File: src/rtl/uart_pkg.sv
// Shared UART definitions. The receiver uses them today and the transmitter will reuse them.
package uart_pkg;

  typedef enum logic [2:0] {
    RX_IDLE      = 3'd0,
    RX_START     = 3'd1,
    RX_DATA      = 3'd2,
    RX_STOP      = 3'd3,
    RX_WAIT_IDLE = 3'd4
  } rx_state_t;

  localparam int OVERSAMPLE = 16;
  localparam int MID_SAMPLE = 8;
  localparam int DATA_BITS  = 8;

endpackage

File: src/rtl/uart_sync_fifo.sv
// Single-clock first-word-fall-through FIFO. The head entry is always presented on rdata_o.
// rdata_o reads as zero while the FIFO is empty.
module uart_sync_fifo #(
  parameter int WIDTH = 8,
  parameter int DEPTH = 8
) (
  input  logic                       clk_i,
  input  logic                       rst_ni,
  input  logic                       push_i,
  input  logic [WIDTH-1:0]           wdata_i,
  input  logic                       pop_i,
  output logic [WIDTH-1:0]           rdata_o,
  output logic                       empty_o,
  output logic                       full_o,
  output logic [$clog2(DEPTH+1)-1:0] count_o
);

  localparam int AW = $clog2(DEPTH);
  localparam int CW = $clog2(DEPTH + 1);

  logic [WIDTH-1:0] mem_q [DEPTH];
  logic [AW-1:0]    wr_ptr_q, rd_ptr_q;
  logic [CW-1:0]    count_q;
  logic             do_push, do_pop;

  assign empty_o = (count_q == '0);
  assign full_o  = (count_q == CW'(DEPTH));
  assign count_o = count_q;
  assign rdata_o = empty_o ? '0 : mem_q[rd_ptr_q];

  // A pop frees the slot that a push in the same cycle needs when the FIFO is full.
  assign do_pop  = pop_i & ~empty_o;
  assign do_push = push_i & (~full_o | do_pop);

  always_ff @(posedge clk_i) begin
    if (do_push) mem_q[wr_ptr_q] <= wdata_i;
  end

  always_ff @(posedge clk_i) begin
    if (!rst_ni) begin
      wr_ptr_q <= '0;
      rd_ptr_q <= '0;
      count_q  <= '0;
    end else begin
      if (do_push) wr_ptr_q <= wr_ptr_q + AW'(1);
      if (do_pop)  rd_ptr_q <= rd_ptr_q + AW'(1);
      case ({do_push, do_pop})
        2'b10:   count_q <= count_q + CW'(1);
        2'b01:   count_q <= count_q - CW'(1);
        default: count_q <= count_q;
      endcase
    end
  end

endmodule

File: src/rtl/uart_rx_buffer.sv
// 8N1 UART receiver with 16x oversampling that feeds a FWFT receive FIFO.
// A consumer drains the FIFO through RDATA/RVALID/RREADY.
module uart_rx_buffer
  import uart_pkg::*;
#(
  parameter int BAUD_DIV   = 27,
  parameter int FIFO_DEPTH = 8
) (
  input  logic                            FAB_CCC_GL0,
  input  logic                            FAB_RESET_N,
  input  logic                            RX_SERIAL,
  output logic [7:0]                      RDATA,
  output logic                            RVALID,
  input  logic                            RREADY,
  output logic [$clog2(FIFO_DEPTH+1)-1:0] FIFO_COUNT,
  output logic                            FRAME_ERR,
  output logic                            OVERRUN,
  input  logic                            CLR_ERR,
  output rx_state_t                       dbg_state_o
);

  localparam int TW = $clog2(BAUD_DIV);

  logic                 sync1_q, sync2_q, rx_prev_q;
  logic                 rx_s, start_edge, tick;
  logic [TW-1:0]        tick_cnt_q, tick_cnt_d;
  rx_state_t            state_q;
  logic [3:0]           samp_cnt_q;
  logic [2:0]           bit_idx_q;
  logic [DATA_BITS-1:0] shift_q;
  logic                 frame_err_q;
  logic                 overrun_q, overrun_d;
  logic                 fifo_push, fifo_pop, fifo_empty, fifo_full;

  assign rx_s       = sync2_q;
  assign start_edge = rx_prev_q & ~rx_s;
  assign tick       = (tick_cnt_q == TW'(BAUD_DIV - 1));

  always_ff @(posedge FAB_CCC_GL0) begin
    if (!FAB_RESET_N) begin
      sync1_q   <= 1'b1;
      sync2_q   <= 1'b1;
      rx_prev_q <= 1'b1;
    end else begin
      sync1_q   <= RX_SERIAL;
      sync2_q   <= sync1_q;
      rx_prev_q <= sync2_q;
    end
  end

  // The start edge restarts the oversample phase so that ticks line up with the bit boundaries.
  always_comb begin
    tick_cnt_d = tick ? '0 : tick_cnt_q + TW'(1);
    if (state_q == RX_IDLE && start_edge) tick_cnt_d = '0;
  end

  always_ff @(posedge FAB_CCC_GL0) begin
    if (!FAB_RESET_N) tick_cnt_q <= '0;
    else              tick_cnt_q <= tick_cnt_d;
  end

  always_ff @(posedge FAB_CCC_GL0) begin
    if (!FAB_RESET_N) begin
      state_q     <= RX_IDLE;
      samp_cnt_q  <= '0;
      bit_idx_q   <= '0;
      shift_q     <= '0;
      frame_err_q <= 1'b0;
    end else begin
      frame_err_q <= 1'b0;
      case (state_q)
        RX_IDLE: begin
          if (start_edge) begin
            state_q    <= RX_START;
            samp_cnt_q <= '0;
          end
        end
        RX_START: begin
          if (tick) begin
            if (samp_cnt_q == 4'(MID_SAMPLE - 1)) begin
              samp_cnt_q <= '0;
              bit_idx_q  <= '0;
              state_q    <= rx_s ? RX_IDLE : RX_DATA;
            end else begin
              samp_cnt_q <= samp_cnt_q + 4'd1;
            end
          end
        end
        RX_DATA: begin
          if (tick) begin
            if (samp_cnt_q == 4'(OVERSAMPLE - 1)) begin
              samp_cnt_q <= '0;
              shift_q    <= {rx_s, shift_q[DATA_BITS-1:1]};
              bit_idx_q  <= bit_idx_q + 3'd1;
              if (bit_idx_q == 3'(DATA_BITS - 1)) state_q <= RX_STOP;
            end else begin
              samp_cnt_q <= samp_cnt_q + 4'd1;
            end
          end
        end
        RX_STOP: begin
          if (tick) begin
            if (samp_cnt_q == 4'(OVERSAMPLE - 1)) begin
              samp_cnt_q <= '0;
              if (rx_s) begin
                state_q <= RX_IDLE;
              end else begin
                frame_err_q <= 1'b1;
                state_q     <= RX_WAIT_IDLE;
              end
            end else begin
              samp_cnt_q <= samp_cnt_q + 4'd1;
            end
          end
        end
        RX_WAIT_IDLE: begin
          if (rx_s) state_q <= RX_IDLE;
        end
        default: state_q <= RX_IDLE;
      endcase
    end
  end

  // The push is decoded from the stop-sample cycle so the byte is at the FIFO head one cycle later.
  assign fifo_push = (state_q == RX_STOP) && tick &&
                     (samp_cnt_q == 4'(OVERSAMPLE - 1)) && rx_s;

  // Handshake: a byte transfers on every rising edge where RVALID and RREADY are both high.
  // RVALID never depends on RREADY, and RDATA holds steady until that byte is accepted.
  assign fifo_pop  = RVALID & RREADY;
  assign overrun_d = (fifo_push & fifo_full & ~fifo_pop) | (overrun_q & ~CLR_ERR);

  always_ff @(posedge FAB_CCC_GL0) begin
    if (!FAB_RESET_N) overrun_q <= 1'b0;
    else              overrun_q <= overrun_d;
  end

  uart_sync_fifo #(
    .WIDTH (DATA_BITS),
    .DEPTH (FIFO_DEPTH)
  ) u_fifo (
    .clk_i   (FAB_CCC_GL0),
    .rst_ni  (FAB_RESET_N),
    .push_i  (fifo_push),
    .wdata_i (shift_q),
    .pop_i   (RREADY),
    .rdata_o (RDATA),
    .empty_o (fifo_empty),
    .full_o  (fifo_full),
    .count_o (FIFO_COUNT)
  );

  assign RVALID      = ~fifo_empty;
  assign FRAME_ERR   = frame_err_q;
  assign OVERRUN     = overrun_q;
  assign dbg_state_o = state_q;

endmodule

File: config.mk
export PLATFORM = sky130hd
export DESIGN_NAME = uart_rx_buffer
export DESIGN_NICKNAME = d
export VERILOG_FILES = /design/src/rtl/uart_pkg.sv /design/src/rtl/uart_sync_fifo.sv /design/src/rtl/uart_rx_buffer.sv
export SDC_FILE = /design/constraint.sdc
export NUM_CORES = 1
export LEC_CHECK = 0
export ABC_CLOCK_PERIOD_IN_PS = 2900
export BUFFER_PORTS_ARGS = -buffer_cell sky130_fd_sc_hd__buf_4
export CAP_MARGIN = 20
export CELL_PAD_IN_SITES_DETAIL_PLACEMENT = 2
export CELL_PAD_IN_SITES_GLOBAL_PLACEMENT = 2
export CORE_UTILIZATION = 43
export DETAILED_ROUTE_END_ITERATION = 8
export GPL_TIMING_DRIVEN = 0
export PLACE_DENSITY = 0.75
export RECOVER_POWER = 25
export SLEW_MARGIN = 0
export SYNTH_ARGS = -nofsm -noshare
export SYNTH_HDL_FRONTEND = slang
export SYNTH_SLANG_ARGS = --single-unit
File: constraint.sdc
create_clock -name FAB_CCC_GL0 -period 2.9 [get_ports FAB_CCC_GL0]
set_clock_uncertainty 0.05 [all_clocks]
set_input_delay 0.87 -clock FAB_CCC_GL0 [delete_from_list [all_inputs] [get_ports FAB_CCC_GL0]]
set_output_delay 0.87 -clock FAB_CCC_GL0 [all_outputs]
set_load 0.01 [all_outputs]
# Yosys cells after proc, flatten, opt, wreduce, memory -nomap -nowiden

Memories as Yosys holds them, arrays and structs flattened. A register that Yosys moved wholly into a read port is not among the register bits.
Cells that the tools add are included.

Register bits after elaboration: 38
Memory bits (writable): 64
Bits of input ports: 5
Output and inout port bits: 18
Word-level logic and storage cells: 102
Memories: 1

Memories:

| name         | depth | width | rd ports | clocked after memory_dff | wr ports | line                 | text |
|---|---|---|---|---|---|---|---|
| u_fifo.mem_q | 8     | 8     | 1        | 1                        | 1        | uart_sync_fifo.sv:21 | `logic [WIDTH-1:0] mem_q [DEPTH];` |

Add/subtract/negate cells: 7
Equal/unequal tests: 21
Mux-type cells: 30
Bitwise logic cells: 14
Reductions and logical operators: 16

Operator list:

| operator                                                         | number |
|---|---|
| 3-bit 2-to-1 mux                                                 | 16 |
| 4-bit 2-to-1 mux                                                 | 5 |
| 2-bit != test (second input constant)                            | 9 |
| 3-bit one-hot mux with 5 select lines                            | 1 |
| 4-bit one-hot mux with 3 select lines                            | 1 |
| 3-bit by 1-bit adder with 3-bit output (second input constant)   | 3 |
| 9-bit AND reduction                                              | 1 |
| 4-bit by 1-bit adder with 4-bit output (second input constant)   | 2 |
| 4-bit == test (second input constant)                            | 2 |
| 8-bit 2-to-1 mux                                                 | 1 |
| 4-bit one-hot mux with 2 select lines                            | 1 |
| 4-bit AND reduction                                              | 2 |
| 1-bit AND                                                        | 6 |
| 3-bit by 2-bit == test with 1-bit output (second input constant) | 2 |
| 3-bit == test (second input constant)                            | 2 |
| 1-bit NOT                                                        | 6 |
| 3-bit one-hot mux with 2 select lines                            | 1 |
| 5-bit by 1-bit adder with 5-bit output (second input constant)   | 1 |
| 5-bit == test (second input constant)                            | 1 |
| 5-bit AND reduction                                              | 1 |
| 4-bit by 3-bit == test with 1-bit output (second input constant) | 1 |
| 1-bit logical AND                                                | 4 |
| 4-bit zero test                                                  | 1 |
| 2-bit nonzero test                                               | 2 |
| other kinds (13)                                                 | 16 |

# Logic depth before layout (Yosys ltp)

Gate-level depths: netlist of the first run.

Word-level depth: 7
Depth in mapped cells: 12
Gate-level depth less buffers: 11

# Hierarchy

From an unflattened synthesis of the first run, not the netlist that was laid out.

Cells, all modules: 336
Area total of the unflattened synthesis: 4505.6 um^2

By module, submodules not included:

| module         | instances | cells each | area an instance (um^2) | sequential area each (um^2) |
|---|---|---|---|---|
| uart_sync_fifo | 1         | 185        | 3208.1                  | 2182.1 |
| uart_rx_buffer | 1         | 151        | 1297.5                  | 560.5 |

# Least setup slack after synthesis of the first run

Ideal clock, no wire load.

Kind: register to register
From: reg tick_cnt_q[0]
To: mem u_fifo.mem_q[0][0] (enable)
Library setup time: 0.383 ns
Arrival time: 2.040 ns
Data required time: 2.467 ns
Path slack: 0.427 ns
Cell stages (with the launch flop): 7
Buffers on the path: 0
Period minus slack after synthesis: 2.473 ns
Path through: dfxtp_1 inv_1 ha_1 nand4b_1 nor3_1 nand3b_1 nor3_1

Cells in the longest elaborated chain, start to end: 7

Ends and longest elaborated chain:

| item                                   | line                  | text |
|---|---|---|
| from (decl)                            | uart_rx_buffer.sv:26  | `logic [TW-1:0] tick_cnt_q, tick_cnt_d;` |
| from (signal assigned)                 | uart_rx_buffer.sv:59  | `else tick_cnt_q <= tick_cnt_d;` |
| 5-bit == test                          | uart_rx_buffer.sv:37  | `assign tick = (tick_cnt_q == TW'(BAUD_DIV - 1));` |
| 1-bit logical AND (2 in a row)         | uart_rx_buffer.sv:125 | `assign fifo_push = (state_q == RX_STOP) && tick &&` |
| 1-bit logical AND                      | uart_rx_buffer.sv:126 | `(samp_cnt_q == 4'(OVERSAMPLE - 1)) && rx_s;` |
| 1-bit AND                              | uart_sync_fifo.sv:33  | `assign do_push = push_i & (~full_o \| do_pop);` |
| 1-bit 2-to-1 mux                       | uart_sync_fifo.sv:36  | `if (do_push) mem_q[wr_ptr_q] <= wdata_i;` |
| 1-bit 2-to-1 mux (not written as such) | uart_sync_fifo.sv:36  |  |
| to (decl)                              | uart_sync_fifo.sv:21  |  |

Every way passes these cells.

# Worst setup path after layout of the first run

From: reg tick_cnt_q[0]
To: mem u_fifo.mem_q[6][4] (enable)

The elaborated chain is that of the path after synthesis.

==> flow_summary.json, run 1 <==
{
  "status": "finished, final reports clean",
  "synth_cell_type_count": 50,
  "start_util": 0.451,
  "syn_area_per_cell_um2": 13.6,
  "final_max_slew_viol_count": 0,
  "wl_per_cell_um": 22.6,
  "drt_iter0_drc": 76,
  "min_to": "rx_s",
  "slew_headroom": 0.508,
  "yosysTopAreaCell": "edfxtp_1",
  "critical_path.top_delay_family": "simple AND/OR/NAND/NOR gates",
  "crit_path_start_kind": "flop",
  "syn_nets": 341,
  "grt_usage": 0.220,
  "grt_pass1_wl_mm": 17.7,
  "antennaDiodeCount": 0,
  "dpl.cell_count": 483,
  "synth_warnings": 0,
  "area_growth_pct": 15.3,
  "port_buffers": 22,
  "crit_chain": "inv_1 > ha_1 > nand4b_1 > nor3_1 > nand3b_1 > nor2_2",
  "yosysSeqAreaShare": 0.614,
  "p_sw_frac": 0.241,
  "reg2reg_depth": 6,
  "max_freq_mhz": 351,
  "worstHoldPathType": "flop to flop",
  "async_reset_ff_frac": 0,
  "synth_area_um2": 4460,
  "maxCapViolations": 0,
  "root_buffer": "clkbuf_8",
  "cpMaxStageDelayCell": "nor2_2",
  "r2r_setup_slack_ns": 0.05,
  "cts.sinks": 105,
  "yosysTopAreaCellShare": 0.430,
  "die-area_um2": 10800,
  "hold_start": "sync1_q",
  "dieHeight_um": 104,
  "synth-edff-count": 64,
  "grt_pass1_vias": 3175,
  "synthTopCellsByArea": "edfxtp_1, dfxtp_1, mux4_2",
  "irDropWorstVdd_v": 0.000269,
  "post-route-min-period_ns": 2.85,
  "antenna_found_initial": 0,
  "setup_viol": 0,
  "power_w": 0.00255,
  "nNetsFinal": 379,
  "drtPass1Iterations": 4,
  "pwr-share-seq": 0.619,
  "p_switching_w": 0.000615,
  "ys_ff_latch": 105,
  "worst_slew_pin_slew_ns": 0.730,
  "crit_buf_inv": 1,
  "p_leak_nw": 1.80,
  "routabilityCongestion": 0.710,
  "wirelength_mm": 11.4,
  "drive_gt1_frac": 0.221,
  "overflow": 0,
  "cts_tree": "built",
  "fillers": 969,
  "cpPeakStageDelay_ns": 0.59,
  "clock_path_buffers": 2,
  "grt_max_degree": 21,
  "clk_latency_ns": 0.37,
  "endpoint_kind": "flop",
  "p_comb_frac": 0.029,
  "whs_path_depth": 1,
  "crit_type": "flop to flop",
  "via_per_inst": 5.54,
  "rows": 36,
  "h-tree-depth": 3,
  "critPathLaunch": "tick_cnt_q[0]",
  "timing.final.crit_share": 0.983,
  "fin_cells": 504,
  "required_ns": 2.87,
  "ant_nets": 0,
  "numCtsBuffers": 9,
  "dp_hpwl_mm": 8.03,
  "core_area_um2": 9910,
  "rsz0062_at_grt": "true",
  "drc": 0,
  "fin_util": 0.519,
  "intPower_w": 0.00193,
  "crit_arrival_ns": 2.82,
  "ios": 23,
  "reg2reg_to": "u_fifo.mem_q[6][4]",
  "crit_fanout": 8,
  "synth-main-ff-cell": "edfxtp_1",
  "finalHoldWorstSlack_ns": 0.378,
  "clockPowerShare": 0.352,
  "r2r-start": "tick_cnt_q[0]",
  "finalHoldViolCount": 0,
  "synth_cells": 328,
  "cts.clk_slew.worst_paths_ns": 0.11,
  "power.density_nw_per_um2": 495,
  "via_count": 2794,
  "die_w_um": 104
}
[logic make-up after synthesis]
logic type | synth area share
buffers and inverters | 0.0224
and+or+nand+nor | 0.139
adders and majority gates | 0.0224
DFF | 0.614
AOI/OAI and AO/OA | 0.0510
muxes | 0.135
xor gates and xnor gates | 0.0157
[how the worst max path moves through the flow]
stage	endpoint	cells after the start
3_3_place_gp	u_fifo.mem_q[0][5]	6
2_1_floorplan	u_fifo.mem_q[0][0]	6
5_1_grt	u_fifo.mem_q[6][4]	6
4_1_cts	u_fifo.mem_q[4][4]	6
3_5_place_dp	RDATA[1]	6
6_report	u_fifo.mem_q[6][4]	6
[cell type report]
class                      instances  area, um2  area share
sequential                       105       2740       0.533
clock inverter                     7       67.6      0.0131
buffer                            18       98.8      0.0192
timing repair buffer              28        265      0.0515
tap                              133        166      0.0323
clock buffer                       9        124      0.0241
inverter                           6       22.5     0.00438
multi-input combinational        198       1660       0.322
[cells in the mapped netlist (2+ instances only)]
| cell | number |
|---|---|
| nand3b_1 | 5 |
| edfxtp_1 | 64 |
| and3b_1 | 2 |
| and3_1 | 4 |
| or2_2 | 2 |
| xnor2_1 | 2 |
| nand4_1 | 5 |
| mux4_2 | 16 |
| nor4_1 | 2 |
| mux2i_1 | 23 |
| nor2_1 | 38 |
| nand3_1 | 11 |
| buf_1 | 2 |
| o31a_1 | 3 |
| dfxtp_1 | 41 |
| or3b_1 | 2 |
| ha_1 | 8 |
| clkbuf_1 | 14 |
| nand2_1 | 10 |
| nor3_1 | 8 |
| buf_2 | 2 |
| a21oi_1 | 9 |
| o21ai_0 | 6 |
| nand4b_1 | 3 |
| inv_1 | 6 |
| xor2_1 | 6 |
| nor2b_1 | 2 |
| nand2b_1 | 10 |
[cells in the final DEF, fill, tap and decap left out, types with 2 or more instances in the layout]
master,instances
o21ai_0,6
clkbuf_8,9
nand2_1,10
nand4b_1,3
mux4_2,16
nand3_1,11
inv_6,3
ha_1,8
clkbuf_1,13
and3b_1,2
nand2b_1,10
dfxtp_1,40
buf_12,4
or2_2,2
buf_4,25
xor2_1,6
xnor2_1,2
nor2_1,32
nor3_1,6
edfxtp_1,64
and3_1,4
mux2i_1,23
nand3b_1,5
nand4_1,5
inv_1,6
a21oi_1,9
nor2_2,6
nor3_4,3
nor4_1,2
nor2b_1,2
or3b_1,2
o31a_1,3
[per-layer routing]
layer / routed length (um) / share of wire / track usage
met1: 4700 / 0.41 / 0.254
met2: 6240 / 0.55 / 0.419
met3: 280 / 0.025 / 0.0370
met4: 167 / 0.015 / 0.0531
met5: 0 / 0 / 0
[worst register-to-register path, delay by kind of cell (launching register included)]
family	cells	cell delay, ns
AND/OR/NAND/NOR	4	1.86
buffers and inverters	1	0.07
flip-flops	1	0.35
adder cells (fa/ha/maj)	1	0.16
[timing repair]
item / 4_1_cts / 5_1_grt
endpoints found under the setup margin: 73 / 66
hold buffers: 0 / 0
hold endpoints to repair: 0 / 0
gates cloned: 0 / 1
setup buffers: 2 / 3
pin swaps: 1 / 1
resized for setup: 13 / 4
[stage by stage]
step	instance area (um2)	worst slack, ns	TNS (ns)
4_1_cts	5070	-0.191	-5.40
3_3_place_gp	4800	-0.537	-10.58
6_report	5150	0.0506	0
2_1_floorplan	4460	0.427	0
5_1_grt	5150	-0.128	-4.55
3_5_place_dp	4810	-0.217	-8.97
[flip-flops by register name, indices dropped and copies added, names as in the netlist, named ones only]
signal / flops
sync1_q: 1
tick_cnt_q: 5
bit_idx_q: 3
u_fifo.rd_ptr_q: 3
u_fifo.wr_ptr_q: 3
u_fifo.mem_q: 64
FRAME_ERR: 1
shift_q: 8
OVERRUN: 1
rx_s: 1
samp_cnt_q: 4
rx_prev_q: 1
u_fifo.count_o: 4
dbg_state_o: 3
[power by group through the flow]
stage	clock network, W	logic, W	registers (W)
floorplan	0	0.0000469	0.00161
global placement	0	0.0000731	0.00161
detailed placement	0	0.0000738	0.00161
CTS	0.000912	0.0000743	0.00158
global route	0.000965	0.0000810	0.00158
finish	0.000898	0.0000729	0.00158
Power figures use the tool's default switching activity.
==> run 2, diff against run 1 <==
--- a/config.mk
+++ b/config.mk
@@ -5,15 +5,16 @@
 export SDC_FILE = /design/constraint.sdc
 export NUM_CORES = 1
 export LEC_CHECK = 0
+export ABC_AREA = 1
 export ABC_CLOCK_PERIOD_IN_PS = 2900
 export BUFFER_PORTS_ARGS = -buffer_cell sky130_fd_sc_hd__buf_4
 export CAP_MARGIN = 20
 export CELL_PAD_IN_SITES_DETAIL_PLACEMENT = 2
 export CELL_PAD_IN_SITES_GLOBAL_PLACEMENT = 2
-export CORE_UTILIZATION = 43
+export CORE_UTILIZATION = 40
 export DETAILED_ROUTE_END_ITERATION = 8
 export GPL_TIMING_DRIVEN = 0
-export PLACE_DENSITY = 0.75
+export PLACE_DENSITY = 0.76
 export RECOVER_POWER = 25
 export SLEW_MARGIN = 0
 export SYNTH_ARGS = -nofsm -noshare
==> flow_summary.json, run 2 <==
{
  "status": "finished, final reports clean",
  "cts_tree": "built",
  "numCtsBuffers": 9,
  "ctsHoldBuffers": 0,
  "dp_hpwl_mm": 9.01,
  "worst_slew_pin_slew_ns": 0.676,
  "core_area_um2": 10500,
  "wirelength_mm": 12.4,
  "wl_per_cell_um": 20.3,
  "postCtsSetupRepairBufs": 0,
  "fin_util": 0.480,
  "irDropWorstVdd_v": 0.000415,
  "antenna_found_initial": 0,
  "rows": 37,
  "crit_fanout": 10,
  "yosys-top-cells-count": "nor2_1, edfxtp_1, nand2_1, dfxtp_1, o21ai_0",
  "final_cell_mix": "nor2_1, edfxtp_1, nand2_1",
  "synth_area_um2": 4400,
  "synth-main-ff-cell": "edfxtp_1",
  "routabilityCongestion": 0.810,
  "clk_latency_ns": 0.37,
  "slew_headroom": 0.546,
  "largest_reg_flops": 64,
  "timing.final.crit_share": 0.957,
  "async_reset_ff_frac": 0,
  "cts.clk_slew.worst_paths_ns": 0.11,
  "finalHoldWorstSlack_ns": 0.379,
  "yosysTopAreaCell": "edfxtp_1",
  "p_leak_nw": 1.90,
  "drtPass1Iterations": 4,
  "overflow": 0,
  "fin_setup_tns_ns": 0,
  "ctsResizeCount": 16,
  "via_count": 3261,
  "port_buffers": 22,
  "antennaDiodeCount": 0,
  "via_per_inst": 5.32,
  "top_register": "u_fifo.mem_q",
  "synth.most_common_cell": "nor2_1",
  "yosysTopAreaCellShare": 0.436,
  "clock_path_buffers": 2,
  "synth_cell_type_count": 35,
  "ant_nets": 0,
  "setup_viol": 0,
  "post-route-min-period_ns": 2.77,
  "final_common_cell": "nor2_1",
  "dieHeight_um": 107,
  "ys_ff_latch": 105,
  "r2r-start": "samp_cnt_q[0]",
  "drt_iter0_drc": 110,
  "worstHoldPathType": "flop to flop",
  "synth-edff-count": 64,
  "die-area_um2": 11400,
  "crit_path_start_kind": "flop",
  "power.density_nw_per_um2": 873,
  "drc": 0,
  "finalHoldViolCount": 0,
  "required_ns": 1.98,
  "endpoint_kind": "output pin",
  "synthTopCellsByArea": "edfxtp_1, dfxtp_1, nor2_1",
  "ios": 23,
  "largestRegisters": "u_fifo.mem_q (64), shift_q (8), tick_cnt_q (5)",
  "grt_pass1_vias": 3623,
  "area_growth_pct": 14.5,
  "crit_type": "flop to output pin",
  "cts.sinks": 105,
  "crit_arrival_ns": 1.85,
  "yosysSeqAreaShare": 0.623,
  "hold_start": "sync1_q",
  "start_util": 0.419,
  "h-tree-depth": 3,
  "maxCapViolations": 0,
  "die_w_um": 107,
  "place_ws_ns": -0.108,
  "synth_warnings": 0,
  "max_freq_mhz": 360,
  "rsz0062_at_grt": "false",
  "syn_area_per_cell_um2": 10.2,
  "nNetsFinal": 485,
  "grt_max_degree": 20,
  "power_w": 0.00440,
  "final_max_slew_viol_count": 0,
  "synth_cells": 432,
  "root_buffer": "clkbuf_8",
  "grt_usage": 0.235,
  "fin_ws_ns": 0.126,
  "drive_gt1_frac": 0.195,
  "grt_pass1_wl_mm": 20.0,
  "syn_nets": 445
}
run 2: cell types whose count changed after synthesis, sizes merged, moves of 5 or more:
cell and delta:
a21oi +17, clkbuf -5, inv +26, mux2i -23
mux4 -16, nand2 +43, nand2b -10, nand3 +13
nor2 +53, o21ai +30, o32ai +16
run 2: where the power goes:
group	leakage, nW	total, W	internal (W)	switching, W
sequential	0.927	0.00177	0.00165	0.000123
combinational	0.870	0.00171	0.000625	0.00109
clock	0.101	0.000916	0.000358	0.000558
total	1.90	0.00440	0.00263	0.00177
run 2: cells by family after synthesis:
kind of cell / count (synthesis) / share of synthesized area
compound gates: 80 / 0.108
xor+xnor: 4 / 0.00796
fa+ha+maj: 8 / 0.0227
buf+inv: 47 / 0.0415
flops: 105 / 0.623
simple gates: 188 / 0.197
run 2: path summary, 6_finish.rpt:
| check | cells past startpoint | end | slack (ns) |
|---|---|---|---|
| setup / recovery | 7 | RDATA[1] | 0.13 |
| hold / removal | 1 | rx_s | 0.38 |
| setup reg to reg | 8 | u_fifo.mem_q[7][7] | 0.20 |
| hold reg to reg | 1 | rx_s | 0.38 |
run 2: metrics by stage:
stage | area (um2) | std cells
floorplan | 4400 | 432
global placement | 4740 | 590
detailed placement | 4800 | 598
CTS | 5010 | 613
global route | 5040 | 613
finish | 5040 | 613
run 2: critical path, stage by stage (launching register included):
cell and delay (ns):
dfxtp_2 0.37, inv_1 0.14, buf_4 0.23, nor2_1 0.06, o32ai_1 0.36, nor2_1 0.08, nor2_1 0.12, buf_4 0.13
run 2: final cells by class:
cell class / instances / area (um2)
flip-flops and latches: 105 / 2740
fillers: 1100 / 5470
plain buffers: 13 / 73.8
repair buffers: 30 / 221
inverters: 33 / 124
clock buffers: 10 / 138
well taps: 136 / 170
multi-input cells: 280 / 1510
clock inverters: 6 / 57.6
run 2: routing by layer:
metal | vias up | track usage | part of all wire
met4 | 0 | 0.0734 | 0.019
met1 | 1633 | 0.282 | 0.43
met5 | - | 0 | 0
li1 | 1579 | - | -
met2 | 36 | 0.436 | 0.54
met3 | 13 | 0.0298 | 0.018
==> run 3, diff against run 2 <==
--- a/config.mk
+++ b/config.mk
@@ -15,7 +15,7 @@
 export DETAILED_ROUTE_END_ITERATION = 8
 export GPL_TIMING_DRIVEN = 0
 export PLACE_DENSITY = 0.76
-export RECOVER_POWER = 25
+export RECOVER_POWER = 100
 export SLEW_MARGIN = 0
 export SYNTH_ARGS = -nofsm -noshare
 export SYNTH_HDL_FRONTEND = slang
==> flow_summary.json, run 3 (same netlist as run 2, synthesis figures left out) <==
{
  "final_cell_mix": "nor2_1, edfxtp_1, nand2_1",
  "die-area_um2": 11400,
  "area_growth_pct": 12.8,
  "port_buffers": 22,
  "post-route-min-period_ns": 2.77,
  "r2r_setup_slack_ns": 0.20,
  "endpoint_kind": "output pin",
  "rsz0062_at_grt": "false",
  "dp_hpwl_mm": 9.01,
  "irDropWorstVdd_v": 0.000415,
  "slew_headroom": 0.543,
  "dpl.cell_count": 598,
  "cts_tree": "built",
  "via_per_inst": 5.33,
  "cts.clk_slew.worst_paths_ns": 0.11,
  "dpl-instance-area_um2": 4800,
  "ctsHoldBuffers": 0,
  "wl_per_cell_um": 20.3,
  "fin_setup_tns_ns": 0,
  "reg2reg_depth": 8,
  "final_common_cell": "nor2_1",
  "final_max_slew_viol_count": 0,
  "critical_path.top_delay_family": "flip-flops",
  "fin_cells": 613,
  "crit_arrival_ns": 1.85,
  "root_buffer": "clkbuf_8",
  "core_area_um2": 10500,
  "grt_pass1_wl_mm": 20.0,
  "timing.final.crit_share": 0.954,
  "numCtsBuffers": 9,
  "design_area_um2": 4970,
  "nNetsFinal": 485,
  "crit_chain": "clkbuf_2 > o21ai_0 > o32ai_1 > o21ai_1 > nor2_1 > buf_4",
  "clock_path_buffers": 2,
  "maxCapViolations": 0,
  "top_register": "u_fifo.mem_q",
  "antennaDiodeCount": 0,
  "cpMaxStageDelayCell": "dfxtp_1",
  "drtPass1Iterations": 4,
  "wirelength_mm": 12.4,
  "grt_usage": 0.235,
  "cts.sinks": 105,
  "r2r-start": "samp_cnt_q[0]",
  "grt_max_degree": 20,
  "clk_latency_ns": 0.37,
  "drc": 0,
  "finalHoldViolCount": 0,
  "max_freq_mhz": 362,
  "status": "finished, final reports clean",
  "setup_viol": 0,
  "cp-endpoint": "RDATA[7]",
  "start_util": 0.419,
  "required_ns": 1.98,
  "ant_nets": 0,
  "crit_path_start_kind": "flop",
  "h-tree-depth": 3,
  "ios": 23,
  "largestRegisters": "u_fifo.mem_q (64), shift_q (8), tick_cnt_q (5)",
  "drive_gt1_frac": 0.159,
  "largest_reg_flops": 64,
  "crit_fanout": 10,
  "rows": 37,
  "routabilityCongestion": 0.810,
  "antenna_found_initial": 0,
  "crit_type": "flop to output pin",
  "worstHoldPathType": "flop to flop",
  "overflow": 0,
  "crit_buf_inv": 2,
  "cp.depth": 6,
  "worst_slew_pin_slew_ns": 0.680,
  "grt_pass1_vias": 3623,
  "hold_start": "sync1_q",
  "cpPeakStageDelay_ns": 0.47,
  "postCtsSetupRepairBufs": 0,
  "dieHeight_um": 107,
  "via_count": 3266,
  "power.density_nw_per_um2": 869,
  "die_w_um": 107,
  "reg2reg_to": "u_fifo.mem_q[7][7]",
  "drt_iter0_drc": 100,
  "p_leak_nw": 1.84
}
-- run 3: changes by cell type in the layout (fill, tap and decap cells not counted), sizes merged --
cell / delta
buf: -11
clkbuf: +11
-- run 3: layout make-up --
type / instances / area (um2)
Fill cell: 1117 / 5540
Inverter: 33 / 124
Buffer: 13 / 71.3
Clock inverter: 6 / 57.6
Multi-Input combinational cell: 280 / 1480
Clock buffer: 10 / 138
Timing Repair Buffer: 30 / 188
Sequential cell: 105 / 2740
Tap cell: 136 / 170
-- run 3: report_power, final --
group | internal [W] | total (W) | switching (W)
clock | 0.000358 | 0.000913 | 0.000554
sequential | 0.00165 | 0.00177 | 0.000123
combinational | 0.000579 | 0.00163 | 0.00105
total | 0.00259 | 0.00432 | 0.00173
-- run 3: what timing repair did --
action / CTS / global route
resized for setup: 16 / 10
pin swaps: 0 / 0
setup endpoints to repair: 12 / 23
-- run 3: routing by layer --
layer,vias to the layer above,GRT usage,part of all wire
met5,-,0,0
met2,36,0.436,0.54
met1,1640,0.282,0.43
met4,0,0.0734,0.019
li1,1577,-,-
met3,13,0.0298,0.017
-- run 3: worst min-delay path by stage --
stage               endpoint  slack (ns)  depth (start not counted)
finish                  rx_s        0.38                          1
floorplan               rx_s        0.34                          1
global route            rx_s        0.40                          1
CTS                     rx_s        0.39                          1
detailed placement      rx_s        0.37                          1
global placement        rx_s        0.35                          1
-- run 3: metrics by stage --
step / utilization / hold slack [ns] / power, W / worst slack (ns)
after floorplan: - / 0.343 / 0.00281 / 0.483
after global placement: 0.451 / 0.354 / 0.00341 / -0.223
after detailed placement: 0.457 / 0.366 / 0.00350 / -0.108
after CTS: 0.477 / 0.389 / 0.00444 / 0.00864
after global routing: 0.473 / 0.404 / 0.00459 / 0.00755
final: 0.473 / 0.382 / 0.00432 / 0.135
